### src/rtl/decode_stage.sv
// decode_stage -- single-entry instruction decode stage with valid/ready handshake.
//
// Splits a raw instruction into register addresses, function fields, a
// sign-extended immediate and control flags, and holds the result in an
// output register. One cycle of latency, full throughput.
//
// Optional feature (macro DECODE_SCOREBOARD_EN): a load-use scoreboard of
// 2**REG_AW pending bits. It stalls intake of instructions that read a
// register still waiting for a load writeback.
//
// Ports:
//   clk_i, rst_i          clock, synchronous active-high reset
//   in_valid_i/in_ready_o  instruction handshake, instr_i = raw instruction
//   flush_i               drop the held bundle and block intake this cycle
//   wb_valid_i, wb_rd_i   load writeback (used only with the scoreboard)
//   out_valid_o/out_ready_i decoded bundle handshake
//   op_o, rd_o, rs1_addr_o, rs2_addr_o, func_o, func_hi_o, imm_o  decode fields
//   reg_write_o, mem_read_o, mem_write_o, branch_o, jump_o, illegal_o  control flags
module decode_stage #(
  parameter int ILEN   = 16,
  parameter int REG_AW = 3,
  parameter int XLEN   = 16
) (
  input  logic                       clk_i,
  input  logic                       rst_i,
  input  logic                       in_valid_i,
  output logic                       in_ready_o,
  input  logic [ILEN-1:0]            instr_i,
  input  logic                       flush_i,
  input  logic                       wb_valid_i,
  input  logic [REG_AW-1:0]          wb_rd_i,
  output logic                       out_valid_o,
  input  logic                       out_ready_i,
  output logic [2:0]                 op_o,
  output logic [REG_AW-1:0]          rd_o,
  output logic [REG_AW-1:0]          rs1_addr_o,
  output logic [REG_AW-1:0]          rs2_addr_o,
  output logic [REG_AW-1:0]          func_o,
  output logic [ILEN-3-3*REG_AW-1:0] func_hi_o,
  output logic [XLEN-1:0]            imm_o,
  output logic                       reg_write_o,
  output logic                       mem_read_o,
  output logic                       mem_write_o,
  output logic                       branch_o,
  output logic                       jump_o,
  output logic                       illegal_o
);

  localparam int HW = ILEN - 3 - 3*REG_AW;  // high field width
  localparam int JW = ILEN - 3 - REG_AW;    // jump immediate width

  localparam logic [2:0] OP_R = 3'b000;
  localparam logic [2:0] OP_I = 3'b001;
  localparam logic [2:0] OP_L = 3'b010;
  localparam logic [2:0] OP_S = 3'b011;
  localparam logic [2:0] OP_B = 3'b100;
  localparam logic [2:0] OP_J = 3'b101;

  typedef struct packed {
    logic              illegal;
    logic              jump;
    logic              branch;
    logic              mem_write;
    logic              mem_read;
    logic              reg_write;
    logic [XLEN-1:0]   imm;
    logic [HW-1:0]     func_hi;
    logic [REG_AW-1:0] func;
    logic [REG_AW-1:0] rs2;
    logic [REG_AW-1:0] rs1;
    logic [REG_AW-1:0] rd;
    logic [2:0]        op;
  } bundle_t;

  function automatic logic signed [XLEN-1:0] sext_h(input logic signed [HW-1:0] v);
    return XLEN'(v);
  endfunction

  function automatic logic signed [XLEN-1:0] sext_j(input logic signed [JW-1:0] v);
    return XLEN'(v);
  endfunction

  logic [2:0]         f_op;
  logic [REG_AW-1:0]  f_a, f_b, f_c;
  logic signed [HW-1:0] f_h;
  logic signed [JW-1:0] f_j;

  assign f_op = instr_i[2:0];
  assign f_a  = instr_i[3 +: REG_AW];
  assign f_b  = instr_i[3+REG_AW +: REG_AW];
  assign f_c  = instr_i[3+2*REG_AW +: REG_AW];
  assign f_h  = instr_i[ILEN-1 : 3+3*REG_AW];
  assign f_j  = instr_i[ILEN-1 : 3+REG_AW];

  bundle_t bundle_d, bundle_q;
  logic    valid_q;
  logic    hazard;
  logic    fire_in, fire_out;

  // Decode: combinational from instr_i; fields not used by an opcode stay 0.
  always_comb begin
    bundle_d    = '0;
    bundle_d.op = f_op;
    case (f_op)
      OP_R: begin
        bundle_d.rd        = f_a;
        bundle_d.rs1       = f_b;
        bundle_d.rs2       = f_c;
        bundle_d.func_hi   = f_h;
        bundle_d.reg_write = 1'b1;
      end
      OP_I, OP_L: begin
        bundle_d.rd        = f_a;
        bundle_d.rs1       = f_b;
        bundle_d.func      = f_c;
        bundle_d.imm       = sext_h(f_h);
        bundle_d.reg_write = 1'b1;
        bundle_d.mem_read  = (f_op == OP_L);
      end
      OP_S, OP_B: begin
        bundle_d.rs2       = f_a;
        bundle_d.rs1       = f_b;
        bundle_d.func      = f_c;
        bundle_d.imm       = sext_h(f_h);
        bundle_d.mem_write = (f_op == OP_S);
        bundle_d.branch    = (f_op == OP_B);
      end
      OP_J: begin
        bundle_d.rd        = f_a;
        bundle_d.imm       = sext_j(f_j);
        bundle_d.reg_write = 1'b1;
        bundle_d.jump      = 1'b1;
      end
      default: bundle_d.illegal = 1'b1;
    endcase
  end

  assign in_ready_o = (!valid_q || out_ready_i) && !flush_i && !hazard;
  assign fire_in    = in_valid_i && in_ready_o;
  assign fire_out   = valid_q && out_ready_i;

`ifdef DECODE_SCOREBOARD_EN
  logic [2**REG_AW-1:0] pend_q, pend_d;
  logic                 use_rs1, use_rs2;
  logic [REG_AW-1:0]    src2;

  // R/S/B read two sources (rs2 sits in C for R, in A for S/B); I/L read one.
  always_comb begin
    use_rs1 = 1'b0;
    use_rs2 = 1'b0;
    src2    = f_c;
    case (f_op)
      OP_R:       begin use_rs1 = 1'b1; use_rs2 = 1'b1; end
      OP_S, OP_B: begin use_rs1 = 1'b1; use_rs2 = 1'b1; src2 = f_a; end
      OP_I, OP_L: use_rs1 = 1'b1;
      default:    ;
    endcase
    hazard = in_valid_i && ((use_rs1 && pend_q[f_b]) || (use_rs2 && pend_q[src2]));
  end

  // Set is applied after clear so a load leaving this cycle wins over a
  // writeback to the same register. Flush leaves pending bits alone.
  always_comb begin
    pend_d = pend_q;
    if (wb_valid_i) pend_d[wb_rd_i] = 1'b0;
    if (fire_out && bundle_q.mem_read && (bundle_q.rd != '0)) pend_d[bundle_q.rd] = 1'b1;
    pend_d[0] = 1'b0;
  end

  always_ff @(posedge clk_i) begin
    if (rst_i) pend_q <= '0;
    else       pend_q <= pend_d;
  end
`else
  logic unused_wb;
  assign unused_wb = ^{wb_valid_i, wb_rd_i};
  assign hazard    = 1'b0;
`endif

  // Output register: flush beats both handshakes; data holds while stalled.
  always_ff @(posedge clk_i) begin
    if (rst_i) begin
      valid_q  <= 1'b0;
      bundle_q <= '0;
    end else if (flush_i) begin
      valid_q  <= 1'b0;
    end else if (fire_in) begin
      valid_q  <= 1'b1;
      bundle_q <= bundle_d;
    end else if (fire_out) begin
      valid_q  <= 1'b0;
    end
  end

  assign out_valid_o = valid_q;
  assign op_o        = bundle_q.op;
  assign rd_o        = bundle_q.rd;
  assign rs1_addr_o  = bundle_q.rs1;
  assign rs2_addr_o  = bundle_q.rs2;
  assign func_o      = bundle_q.func;
  assign func_hi_o   = bundle_q.func_hi;
  assign imm_o       = bundle_q.imm;
  assign reg_write_o = bundle_q.reg_write;
  assign mem_read_o  = bundle_q.mem_read;
  assign mem_write_o = bundle_q.mem_write;
  assign branch_o    = bundle_q.branch;
  assign jump_o      = bundle_q.jump;
  assign illegal_o   = bundle_q.illegal;

endmodule

### config.mk
export PLATFORM = sky130hd
export DESIGN_NAME = decode_stage
export DESIGN_NICKNAME = d
export VERILOG_FILES = /design/src/rtl/decode_stage.sv
export SDC_FILE = /design/constraint.sdc
export NUM_CORES = 1
export LEC_CHECK = 0
export BUFFER_PORTS_ARGS = -buffer_cell sky130_fd_sc_hd__buf_2
export CAP_MARGIN = 20
export CORE_MARGIN = 2
export CORE_UTILIZATION = 40
export CTS_CLUSTER_SIZE = 20
export DETAILED_ROUTE_END_ITERATION = 6
export GPL_TIMING_DRIVEN = 1
export PLACE_DENSITY = 0.77
export SETUP_SLACK_MARGIN = 0.02
export SKIP_LAST_GASP = 1
export SLEW_MARGIN = 0
export SYNTH_ARGS = -nofsm -noshare
export SYNTH_HDL_FRONTEND = slang
export SYNTH_SLANG_ARGS = --single-unit
### constraint.sdc
create_clock -name clk_i -period 4.06 [get_ports clk_i]
set_clock_uncertainty 0.15 [all_clocks]
set_input_delay 1.218 -clock clk_i [delete_from_list [all_inputs] [get_ports clk_i]]
set_output_delay 1.218 -clock clk_i [all_outputs]
set_load 0.01 [all_outputs]
# After elaboration in Yosys (flattened, before gate mapping)
# Index checks and enable logic that the tools add are counted.
dict set report word_totals {
  mem_count 0
  latchBits 0
  regBits 42
  mem_bits_ro 0
  word_cells 49
  out_inout_bits 43
  ram_bits 0
  input_bits 25
}
dict set report op_classes {
  n_div 0
  reduce_logical 16
  mux 13
  add_sub_neg 0
  n_mul 0
  magnitude_cmp 0
  shifts 0
  eq_ne 5
  bitwise 1
}
# cell n
set ops {}
lappend ops {{one-hot mux 16 bit (2 select lines)} 1}
lappend ops {{two-way mux 3 bit} 3}
lappend ops {{OR reduction 4 bit} 2}
lappend ops {{equality test 3 x 2 -> 1 bit, second input constant} 2}
lappend ops {{equality test 3 bit, second input constant} 2}
lappend ops {{two-way mux 1 bit} 6}
lappend ops {{one-hot mux 3 bit (2 select lines)} 1}
lappend ops {{OR reduction 2 bit} 3}
lappend ops {{OR reduction 6 bit} 1}
lappend ops {{OR reduction 5 bit} 1}
lappend ops {{two-way mux 4 bit} 1}
lappend ops {{equality test 3 x 1 -> 1 bit, second input constant} 1}
lappend ops {{logical AND 1 bit} 3}
lappend ops {{zero test 3 bit} 1}
lappend ops {{zero test 1 bit} 2}
lappend ops {{two-way mux 2 bit} 1}
lappend ops {{AND reduction 2 bit} 1}
lappend ops {{nonzero test 2 bit} 1}
lappend ops {{logical OR 1 bit} 1}
lappend ops {{inverter 1 bit} 1}

# Longest topological paths before layout
# Gate-level depths: netlist of run 1.
dict set report depth {
  ltp_word 5
  depth_mapped 5
  mapped_depth_nobuf 3
}

# Worst setup path after synthesis of run 1
# No wires, ideal clock.
dict set report synth_path {
  path_type {input-to-output}
  from {in out_ready_i}
  to {out in_ready_o}
  path_stages 3
  arrival_time_ns 1.777
  t_required_ns 2.692
  path_buffers 1
  slack_ns 0.915
  cell_sequence {and2b_1 clkbuf_1 nor2_1}
}
dict set report synth_between {
  elab_chain_cells 2
}
# item line
set synth_rtl {}
lappend synth_rtl {{start, declared} 33} ;# input logic out_ready_i,
lappend synth_rtl {{logical OR 1 bit} 138} ;# assign in_ready_o = (!valid_q || out_ready_i) && !flush_i && !hazard;
lappend synth_rtl {{logical AND 1 bit} 138}
lappend synth_rtl {{end, declared} 27} ;# output logic in_ready_o,
# Every way passes these cells.

# Worst setup path after layout of run 1
# Ends and elaborated chain as after synthesis.

==> Flow_metrics.wiki, run 1 <==
{| class="wikitable"
! Metric !! Value
|-
| Max-Cap Viols || 0
|-
| Worst-case register-to-register setup slack || 2.54 ns
|-
| Number of enable-type register cells in the synthesized netlist || 0
|-
| Number of synthesized register bits || 36
|-
| Unrepaired setup endpoints after global routing || false
|-
| Worst Hold Depth || 2
|-
| Worst Path Required || approximately 2.7 ns
|-
| Detail Placement HPWL || ~3 mm
|-
| Most used flip-flop cell after synthesis || sky130_fd_sc_hd__dfxtp_1
|-
| Total global routing track utilization || 0.192
|-
| Overall via count from detail_route || between 1500 and 2000
|-
| CTS Root Cell || sky130_fd_sc_hd__clkbuf_8
|-
| Filler instances || between 400 and 500
|-
| Most instantiated cells after synthesis || 36 x sky130_fd_sc_hd__dfxtp_1, 32 x sky130_fd_sc_hd__a21oi_1, 20 x sky130_fd_sc_hd__o21ai_0
|-
| Number of library cell types mapped by synthesis || 31
|-
| Area share of the largest cell type after synthesis || 0.420
|-
| Capture instance of the worst register-to-register path || imm_o[1]
|-
| Wirelength, routed || about 4.5 mm
|-
| Number of sinks handled by clock tree synthesis || 36
|-
| Detailed-route DRC error count || 0
|-
| Die width || 69.5 um
|-
| Post-synth net total || between 200 and 250
|-
| Detailed Route Iter0 Violations || between 100 and 150
|-
| Hold Path Origin || func_o[0]
|-
| IR drop worst, VDD || 0.166 mV
|-
| Total power after layout || approximately 800 uW
|-
| Number of iterations in the first detailed-routing pass || 4
|-
| Std-Cell Core Area || 0.00406 sq mm
|-
| Post-CTS Setup Repair Bufs || 0
|-
| CTS tree || done
|-
| Tightest Pin Transition || about 0.70 ns
|-
| Final hold violations || 0
|-
| Largest net degree at the start of global routing || 40
|-
| Worst R2R Start || out_valid_o
|-
| Tmin final || 3.05 ns
|-
| Number of I/O pins || 68
|-
| Placed cells || 290
|-
| Max Freq || around 0.33 GHz
|-
| First element of the critical path || out_ready_i
|-
| Kind of end point of the critical path || output port
|-
| Count of warnings emitted by yosys || 0
|-
| Clock-pin slew on the worst setup and hold paths || ~0.070 ns
|-
| Max Buffers Root-to-Sink || 2
|-
| Static power due to leakage || approximately 0.86 nW
|-
| Worst Slack Setup Final || slightly above 1 ns
|-
| Std-Cell Rows || 23
|-
| Number of cell instances on the worst register-to-register path || 5
|-
| Fin Setup TNS || 0 ns
|-
| Sequential-to-total area share from yosys stat || 0.420
|-
| Hold WS || around 0.32 ns
|-
| Average size of a mapped cell || ~8.5 sq um
|-
| Resized Gates After CTS || 0
|-
| Final count of pins violating max slew || 0
|-
| Detail Route Antenna Nets || 0
|-
| Hold EP || func_o[0]
|-
| Clock latency at the later pin of the worst-skew pair || 0.30 ns
|-
| Total Die Area || between 0.004 and 0.005 sq mm
|-
| Routed via count divided by cell count || around 5.5
|-
| Drt wl/cell || roughly 15 um
|-
| Fraction of final layout cells sized beyond drive strength 1 || 0.351
|-
| Global-route wire length before repair || around 7.4 mm
|-
| Worst-case setup slack after placement || slightly above 1 ns
|-
| Startpoint-to-endpoint class of the critical path || in2out
|-
| Final RePlAce weighted congestion || 0.794
|-
| Path class of the lowest-slack min-delay path || reg2reg
|-
| Portion of the clock cycle consumed by the worst path in the final layout || 0.750
|-
| Post-synthesis cell type with the largest combined area || sky130_fd_sc_hd__dfxtp_1
|-
| Synthesized instance count || 201
|-
| # hold bufs at CTS || 0
|-
| Outcome || finished, final reports clean
|-
| Cell area power density || between 300 and 400 mW/mm^2
|-
| Initial antenna violation count || 0
|-
| Placed cell areas || ~0.0020 sq mm
|-
| Most used standard cell by instance count after synthesis || sky130_fd_sc_hd__dfxtp_1
|-
| Startpoint class of the critical path || primary input
|-
| Leftover overflow at the end of global routing || 0
|-
| Core occupancy in the finished layout || 0.513
|-
| Number of global-route vias before repair || about 1500
|-
| Number of H-tree branching levels || 2
|-
| Top area cells in the synthesized netlist || sky130_fd_sc_hd__dfxtp_1 42%, sky130_fd_sc_hd__a21oi_1 9.3%, sky130_fd_sc_hd__o21ai_0 5.8%
|-
| Synthesized cell area || ~0.0017 sq mm
|-
| Final Net Count || 272
|-
| Antenna Diode Count || 0
|-
| Fraction of registers with async set or reset after synthesis || 0
|-
| Port Buffers || 63
|-
| CP Max Fanout || 2
|-
| Initial core utilization || 0.423
|-
| Final std cell area, no fill || ~0.0021 sq mm
|-
| Overall die height || ~70 um
|-
| Setup violations, final || 0
|-
| Area Growth Syn to Fin || 21.2%
|-
| Arrival time at the worst endpoint || 1.68 ns
|-
| Worst slew margin || 0.535
|-
| Number of buffers created by CTS || 5
|-
| Number of standard cells in the final layout excluding fillers || between 200 and 300
|}
## per-layer routing
layer  GRT usage  vias up  wire [um]
met5           0        -          0
met4      0.0697        0         65
met3      0.0669        7        325
met2       0.286       51       2070
met1       0.255      766       2090
li1            -      826          -
## critical path, stage by stage
cell and delay (ns):
sky130_fd_sc_hd__buf_2 0.10, sky130_fd_sc_hd__and2b_1 0.20, sky130_fd_sc_hd__nor2_1 0.04, sky130_fd_sc_hd__buf_2 0.13
## how the worst max path moves through the flow
stage | slack [ns] | endpoint
final | 1.01 | in_ready_o
after global routing | 0.97 | in_ready_o
after global placement | 1.02 | in_ready_o
after floorplan | 0.92 | in_ready_o
after detailed placement | 1.01 | in_ready_o
after CTS | 1.01 | in_ready_o
## logic make-up (layout without fill, tap and decap cells)
family	Yosys count	count (layout)	share of synthesized area
flip-flops	36	36	0.420
multiplexers	7	7	0.0473
AND/OR/NAND/NOR	55	55	0.186
AO/OA/AOI/OAI	72	72	0.248
buffers and inverters	31	78	0.0983
## report_power, final
part	switching, mW	leakage [nW]	internal (mW)
combinational	0.0702	0.511	0.0455
sequential	0.00740	0.294	0.368
clock	0.133	0.0541	0.182
total	0.211	0.859	0.595
## layout make-up
type,instances,area [sq um],area share
Multi-Input combinational cell,134,831,0.399
Sequential cell,36,721,0.346
Timing Repair Buffer,67,345,0.166
Clock buffer,5,68.8,0.0331
Tap cell,50,62.6,0.0300
Clock inverter,3,42.5,0.0204
Inverter,3,11.3,0.00541
## cells in the final DEF (no fill, tap or decap), types with 4 or more instances in the layout
cell type and n:
sky130_fd_sc_hd__nand2_1 10, sky130_fd_sc_hd__nand3_1 10, sky130_fd_sc_hd__nand4_1 13, sky130_fd_sc_hd__a21oi_1 32
sky130_fd_sc_hd__buf_2 63, sky130_fd_sc_hd__clkbuf_8 5, sky130_fd_sc_hd__buf_4 4, sky130_fd_sc_hd__dfxtp_1 36
sky130_fd_sc_hd__o21ai_0 20, sky130_fd_sc_hd__mux2_2 6, sky130_fd_sc_hd__nand2b_1 5, sky130_fd_sc_hd__a311oi_1 9
## registers in the layout (all words and copies together), names as in the netlist
| register | cells |
|---|---|
| imm_o | 10 |
| func_hi_o | 4 |
| func_o | 3 |
| op_o | 3 |
| rd_o | 3 |
| rs1_addr_o | 3 |
| rs2_addr_o | 3 |
| branch_o | 1 |
| illegal_o | 1 |
| jump_o | 1 |
| mem_read_o | 1 |
| mem_write_o | 1 |
| out_valid_o | 1 |
| reg_write_o | 1 |
Power figures use the tool's default switching activity.
==> run 2, diff against run 1 <==
--- a/config.mk
+++ b/config.mk
@@ -5,6 +5,7 @@
 export SDC_FILE = /design/constraint.sdc
 export NUM_CORES = 1
 export LEC_CHECK = 0
+export ABC_AREA = 1
 export BUFFER_PORTS_ARGS = -buffer_cell sky130_fd_sc_hd__buf_2
 export CAP_MARGIN = 20
 export CORE_MARGIN = 2
@@ -12,7 +13,7 @@
 export CTS_CLUSTER_SIZE = 20
 export DETAILED_ROUTE_END_ITERATION = 6
 export GPL_TIMING_DRIVEN = 1
-export PLACE_DENSITY = 0.77
+export PLACE_DENSITY = 0.8
 export SETUP_SLACK_MARGIN = 0.02
 export SKIP_LAST_GASP = 1
 export SLEW_MARGIN = 0
==> constraint.sdc (replaced) <==
create_clock -name clk_i -period 2.7 [get_ports clk_i]
set_clock_uncertainty 0.15 [all_clocks]
set_input_delay 0.81 -clock clk_i [delete_from_list [all_inputs] [get_ports clk_i]]
set_output_delay 0.81 -clock clk_i [all_outputs]
set_load 0.01 [all_outputs]
==> Flow_metrics.wiki, run 2 <==
{| class="wikitable"
! Metric !! Value
|-
| Outcome || finished, final reports clean
|-
| Initial core utilization || 0.412
|-
| Most instantiated cells after synthesis || 58 x sky130_fd_sc_hd__nand2_1, 36 x sky130_fd_sc_hd__dfxtp_1, 23 x sky130_fd_sc_hd__nor2_1
|-
| Fin Setup TNS || 0 ns
|-
| Path class of the lowest-slack min-delay path || reg2reg
|-
| Worst Path Required || about 1.7 ns
|-
| Most used standard cell by instance count after synthesis || sky130_fd_sc_hd__nand2_1
|-
| Commonest non-fill, non-tap cell in the layout || sky130_fd_sc_hd__buf_2
|-
| CP Max Fanout || 5
|-
| Average size of a mapped cell || 7.31 sq um
|-
| Drt wl/cell || between 10 and 15 um
|-
| Resized Gates After CTS || 0
|-
| Worst slew margin || 0.776
|-
| CP cell instances || buf_2 > inv_1 > a21oi_2 > buf_2
|-
| Max Freq || roughly 0.43 GHz
|-
| Area share of the largest cell type after synthesis || 0.444
|-
| Number of buffers created by CTS || 5
|-
| Sequential-to-total area share from yosys stat || 0.444
|-
| Area Growth Syn to Fin || 24.4%
|-
| Tmin final || between 2 and 2.5 ns
|-
| Post-CTS Setup Repair Bufs || 0
|-
| Count of warnings emitted by yosys || 0
|-
| Max Buffers Root-to-Sink || 2
|-
| Number of sinks handled by clock tree synthesis || 36
|-
| Core occupancy in the finished layout || 0.512
|-
| Global-route wire length before repair || 6.36 mm
|-
| Share of power burned in registers || 0.495
|-
| Antenna Diode Count || 0
|-
| Post-synthesis cell type with the largest combined area || sky130_fd_sc_hd__dfxtp_1
|-
| Routed via count divided by cell count || roughly 5
|-
| Max stage delay cell, worst path || sky130_fd_sc_hd__a21oi_2
|-
| Startpoint class of the critical path || primary input
|-
| Port Buffers || 63
|-
| CTS tree || done
|-
| Detailed-route DRC error count || 0
|-
| Delay of the slowest critical-path stage || between 0.2 and 0.25 ns
|-
| Std-Cell Core Area || between 0.003 and 0.004 sq mm
|-
| Total Die Area || 0.00458 sq mm
|-
| Part of the power in the clock network || 0.364
|-
| Synthesized cell area || ~0.0016 sq mm
|-
| Tightest Pin Transition || around 0.34 ns
|-
| Kind of end point of the critical path || output port
|-
| Final hold violations || 0
|-
| Number of H-tree branching levels || 2
|-
| Max-Cap Viols || 0
|-
| Fraction of power spent switching nets || 0.263
|-
| Number of iterations in the first detailed-routing pass || 4
|-
| Total global routing track utilization || 0.186
|-
| Share of power burned in combinational logic || 0.140
|-
| Initial antenna violation count || 0
|-
| Unrepaired setup endpoints after global routing || false
|-
| Leftover overflow at the end of global routing || 0
|-
| Portion of the clock cycle consumed by the worst path in the final layout || 0.860
|-
| Arrival time at the worst endpoint || 1.36 ns
|-
| IR drop worst, VDD || roughly 0.32 mV
|-
| Top area cells in the synthesized netlist || sky130_fd_sc_hd__dfxtp_1 44%, sky130_fd_sc_hd__nand2_1 13%, sky130_fd_sc_hd__a21oi_1 6.8%
|-
| Number of flip-flops in the largest register || 10
|-
| Most used flip-flop cell after synthesis || sky130_fd_sc_hd__dfxtp_1
|-
| Detail Route Antenna Nets || 0
|-
| Cell area power density || ~560 mW/mm^2
|-
| Number of synthesized register bits || 36
|-
| Setup violations, final || 0
|-
| Detailed Route Iter0 Violations || between 100 and 150
|-
| Final count of pins violating max slew || 0
|-
| Final RePlAce weighted congestion || about 0.8
|-
| Clock-pin slew on the worst setup and hold paths || 0.07 ns
|-
| Static power due to leakage || 0.988 nW
|-
| Sw Pwr || 297 uW
|-
| Std-Cell Rows || 23
|-
| Number of library cell types mapped by synthesis || 22
|-
| Number of enable-type register cells in the synthesized netlist || 0
|-
| Top library cells by usage in the layout, fill and taps aside || 63 x sky130_fd_sc_hd__buf_2, 58 x sky130_fd_sc_hd__nand2_1, 36 x sky130_fd_sc_hd__dfxtp_1, 23 x sky130_fd_sc_hd__nor2_1, 22 x sky130_fd_sc_hd__a21oi_1
|-
| Wirelength, routed || 4.14 mm
|-
| Number of I/O pins || 68
|-
| Post-synth net total || approximately 250
|-
| Overall via count from detail_route || 1645
|-
| Int Power || around 830 uW
|-
| Overall die height || slightly below 70 um
|-
| Die width || 67.7 um
|-
| Most common cell on crit path || sky130_fd_sc_hd__buf_2
|-
| Clock latency at the later pin of the worst-skew pair || around 0.28 ns
|-
| Fraction of registers with async set or reset after synthesis || 0
|-
| Synthesized instance count || approximately 220
|-
| Largest net degree at the start of global routing || 30
|-
| Number of global-route vias before repair || around 1400
|-
| Fraction of final layout cells sized beyond drive strength 1 || 0.331
|-
| Detail Placement HPWL || ~3.1 mm
|-
| # hold bufs at CTS || 0
|-
| Startpoint-to-endpoint class of the critical path || in2out
|-
| CTS Root Cell || sky130_fd_sc_hd__clkbuf_8
|-
| Final Net Count || around 300
|}
-- run 2: stage by stage --
step	instances	total power [mW]	cell area (sq um)	hold slack, ns	setup slack, ns
2_1_floorplan	222	0.672	1620	0.338	0.626
3_3_place_gp	321	0.726	1920	0.301	0.399
3_5_place_dp	321	0.729	1920	0.305	0.385
4_1_cts	328	1.13	2020	0.316	0.383
5_1_grt	328	1.18	2020	0.333	0.353
6_report	328	1.13	2020	0.314	0.378
-- run 2: area by class of cell --
cell class | instances | area [sq um]
clock buffers | 7 | 96.3
fillers | 400 | 1920
inverters | 15 | 56.3
multi-input cells | 155 | 752
flip-flops and latches | 36 | 721
well taps | 50 | 62.6
repair buffers | 65 | 330
-- run 2: power by group through the flow --
stage / sequential [mW] / combinational [mW] / clock [mW]
floorplan: 0.580 / 0.0923 / 0
global placement: 0.570 / 0.156 / 0
detailed placement: 0.571 / 0.158 / 0
CTS: 0.559 / 0.159 / 0.414
global route: 0.561 / 0.176 / 0.440
finish: 0.559 / 0.159 / 0.411
-- run 2: cells by family after synthesis --
group / after synthesis / synth area share
AND/OR/NAND/NOR: 118 / 0.339
buffers and inverters: 31 / 0.0925
AO/OA/AOI/OAI: 37 / 0.124
flip-flops: 36 / 0.444
-- run 2: path summary, 6_finish.rpt --
path	cells after the start	slack, ns	startpoint	end
worst min-delay path	2	0.31	op_o[1]	op_o[1]
worst max-delay path	4	0.38	out_ready_i	in_ready_o
worst min register to register	2	0.31	op_o[1]	op_o[1]
worst max register to register	5	1.10	out_valid_o	func_o[2]
-- run 2: worst max-delay path, delay by kind of cell --
kind / cells / cell delay (ns)
buffers and inverters: 3 / 0.33
AOI/OAI and AO/OA: 1 / 0.23
-- run 2: layer usage --
layer | up-vias | part of all wire | GRT usage
li1 | 835 | - | -
met1 | 753 | 0.45 | 0.233
met2 | 52 | 0.47 | 0.294
met3 | 5 | 0.072 | 0.0717
met4 | 0 | 0.0080 | 0.0536
met5 | - | 0 | 0
==> run 3, diff against run 2 <==
==> constraint.sdc (replaced) <==
create_clock -name clk_i -period 2.1 [get_ports clk_i]
set_clock_uncertainty 0.15 [all_clocks]
set_input_delay 0.63 -clock clk_i [delete_from_list [all_inputs] [get_ports clk_i]]
set_output_delay 0.63 -clock clk_i [all_outputs]
set_load 0.01 [all_outputs]
==> Flow_metrics.wiki, run 3 (synthesis gave the netlist of run 2 again) <==
{| class="wikitable"
! Metric !! Value
|-
| Outcome || finished, final reports clean
|-
| Number of standard cells in the final layout excluding fillers || 333
|-
| Fin Setup TNS || 0 ns
|-
| Unrepaired setup endpoints after global routing || false
|-
| Top sig layer || met4
|-
| Overall die height || approximately 68 um
|-
| DR WL met2 || between 1.5 and 2 mm
|-
| Part of the power in the clock network || 0.350
|-
| CTS tree || done
|-
| Core occupancy in the finished layout || 0.518
|-
| Post-route met1 wirelength || 1.71 mm
|-
| Overall via count from detail_route || 1627
|-
| Total global routing track utilization || 0.178
|-
| Tightest Pin Transition || 0.306 ns
|-
| Detailed Route Iter0 Violations || between 50 and 60
|-
| Startpoint-to-endpoint class of the critical path || in2out
|-
| Number of buffers created by CTS || 5
|-
| Number of global-route vias before repair || between 1000 and 1500
|-
| Fraction of final layout cells sized beyond drive strength 1 || 0.336
|-
| # hold bufs at CTS || 0
|-
| Setup violations, final || 0
|-
| Antenna Diode Count || 0
|-
| Number of sinks handled by clock tree synthesis || 36
|-
| Portion of the clock cycle consumed by the worst path in the final layout || 0.880
|-
| Max Freq || about 0.54 GHz
|-
| Path class of the lowest-slack min-delay path || reg2reg
|-
| Initial antenna violation count || 0
|-
| Number of flip-flops in the largest register || 10
|-
| Top library cells by usage in the layout, fill and taps aside || 63 x sky130_fd_sc_hd__buf_2, 58 x sky130_fd_sc_hd__nand2_1, 36 x sky130_fd_sc_hd__dfxtp_1, 23 x sky130_fd_sc_hd__nor2_1, 22 x sky130_fd_sc_hd__a21oi_1
|-
| Int Power || about 1.1 mW
|-
| Worst slew margin || 0.795
|-
| Tmin final || 1.85 ns
|-
| Post-CTS Setup Repair Bufs || 0
|-
| Capture instance of the worst register-to-register path || mem_read_o
|-
| CTS Root Cell || sky130_fd_sc_hd__clkbuf_8
|-
| Drt wl/cell || around 12 um
|-
| Kind of end point of the critical path || output port
|-
| Placed cell areas || approximately 0.002 sq mm
|-
| Static power due to leakage || 1.00 nW
|-
| Area Growth Syn to Fin || 25.8%
|-
| Largest net degree at the start of global routing || 19
|-
| Routed via count divided by cell count || 4.89
|-
| Worst R2R Start || out_valid_o
|-
| Number of cell instances on the worst register-to-register path || 5
|-
| Total Die Area || approximately 0.0046 sq mm
|-
| Startpoint class of the critical path || primary input
|-
| Arrival time at the worst endpoint || between 1 and 1.5 ns
|-
| Final hold violations || 0
|-
| Worst Path Required || about 1.3 ns
|-
| Final std cell area, no fill || approximately 0.0020 sq mm
|-
| Detail Placement HPWL || roughly 3.1 mm
|-
| Sw Pwr || between 300 and 400 uW
|-
| Commonest non-fill, non-tap cell in the layout || sky130_fd_sc_hd__buf_2
|-
| Number of iterations in the first detailed-routing pass || 4
|-
| Worst-case register-to-register setup slack || 0.66 ns
|-
| Resized Gates After CTS || 0
|-
| Worst Hold Depth || 2
|-
| Cell area power density || around 700 mW/mm^2
|-
| Final count of pins violating max slew || 0
|-
| Number of I/O pins || between 60 and 70
|-
| Clock-pin slew on the worst setup and hold paths || 0.06 ns
|-
| CP Max Fanout || 2
|-
| Detail Route Antenna Nets || 0
|-
| Final RePlAce weighted congestion || approximately 0.85
|-
| Routed length on met3 || 288 um
|-
| Clock latency at the later pin of the worst-skew pair || 0.29 ns
|-
| Share of power burned in registers || 0.505
|-
| Wirelength, routed || 3.97 mm
|-
| Max Buffers Root-to-Sink || 2
|-
| Number of H-tree branching levels || 2
|-
| Std-Cell Core Area || 0.00394 sq mm
|-
| Std-Cell Rows || 23
|-
| Detailed-route DRC error count || 0
|-
| Initial core utilization || 0.412
|-
| Final Net Count || just over 300
|-
| Leftover overflow at the end of global routing || 0
|-
| Hold EP || rs2_addr_o[0]
|-
| Die width || between 60 and 70 um
|-
| Fraction of power spent switching nets || 0.263
|-
| Share of power burned in combinational logic || 0.145
|-
| Hold Path Origin || rs2_addr_o[0]
|-
| Global-route wire length before repair || 6.02 mm
|-
| IR drop worst, VDD || about 0.42 mV
|-
| Placed cells || approximately 330
|-
| Port Buffers || 63
|-
| Max-Cap Viols || 0
|}
## run 3: cell count changes in the layout (fill, tap and decap cells not counted), sizes merged
cell / before / now
buf: 65 / 69
clkbuf: 7 / 8
## run 3: worst max-delay path by stage
stage                           start          to  cells after the start
after global routing      out_ready_i  in_ready_o                      4
after CTS                 out_ready_i  in_ready_o                      4
after detailed placement      flush_i  mem_read_o                      6
final                     out_ready_i  in_ready_o                      4
after global placement        flush_i    imm_o[5]                      8
after floorplan           out_ready_i  in_ready_o                      2
## run 3: power groups by stage
stage | clock (mW) | sequential (mW) | combinational [mW]
after floorplan | 0 | 0.746 | 0.119
after global placement | 0 | 0.734 | 0.206
after CTS | 0.514 | 0.719 | 0.209
after global routing | 0.530 | 0.722 | 0.231
final | 0.499 | 0.719 | 0.207
after detailed placement | 0 | 0.734 | 0.208
## run 3: critical path, cell delays in order
cell	delay, ns
sky130_fd_sc_hd__buf_2	0.07
sky130_fd_sc_hd__inv_1	0.07
sky130_fd_sc_hd__a21oi_2	0.15
sky130_fd_sc_hd__buf_2	0.15
## run 3: cell type report
cell class	count	area, sq um
Timing Repair Buffer	69	360
Clock buffer	8	90.1
Multi-Input combinational cell	155	752
Fill cell	397	1900
Tap cell	50	62.6
Inverter	15	56.3
Sequential cell	36	721
## run 3: through the flow
stage                     hold slack (ns)  total power [mW]  setup WS [ns]
final                               0.313              1.43          0.251
after global routing                0.329              1.48          0.227
after CTS                           0.316              1.44          0.253
after detailed placement            0.304             0.942          0.242
after global placement              0.298             0.939          0.263
after floorplan                     0.338             0.865          0.386
## run 3: per-layer routing
layer | track usage | vias up
li1 | - | 842
met1 | 0.214 | 723
met2 | 0.289 | 53
met3 | 0.0550 | 9
met4 | 0.0816 | 0
met5 | 0 | -
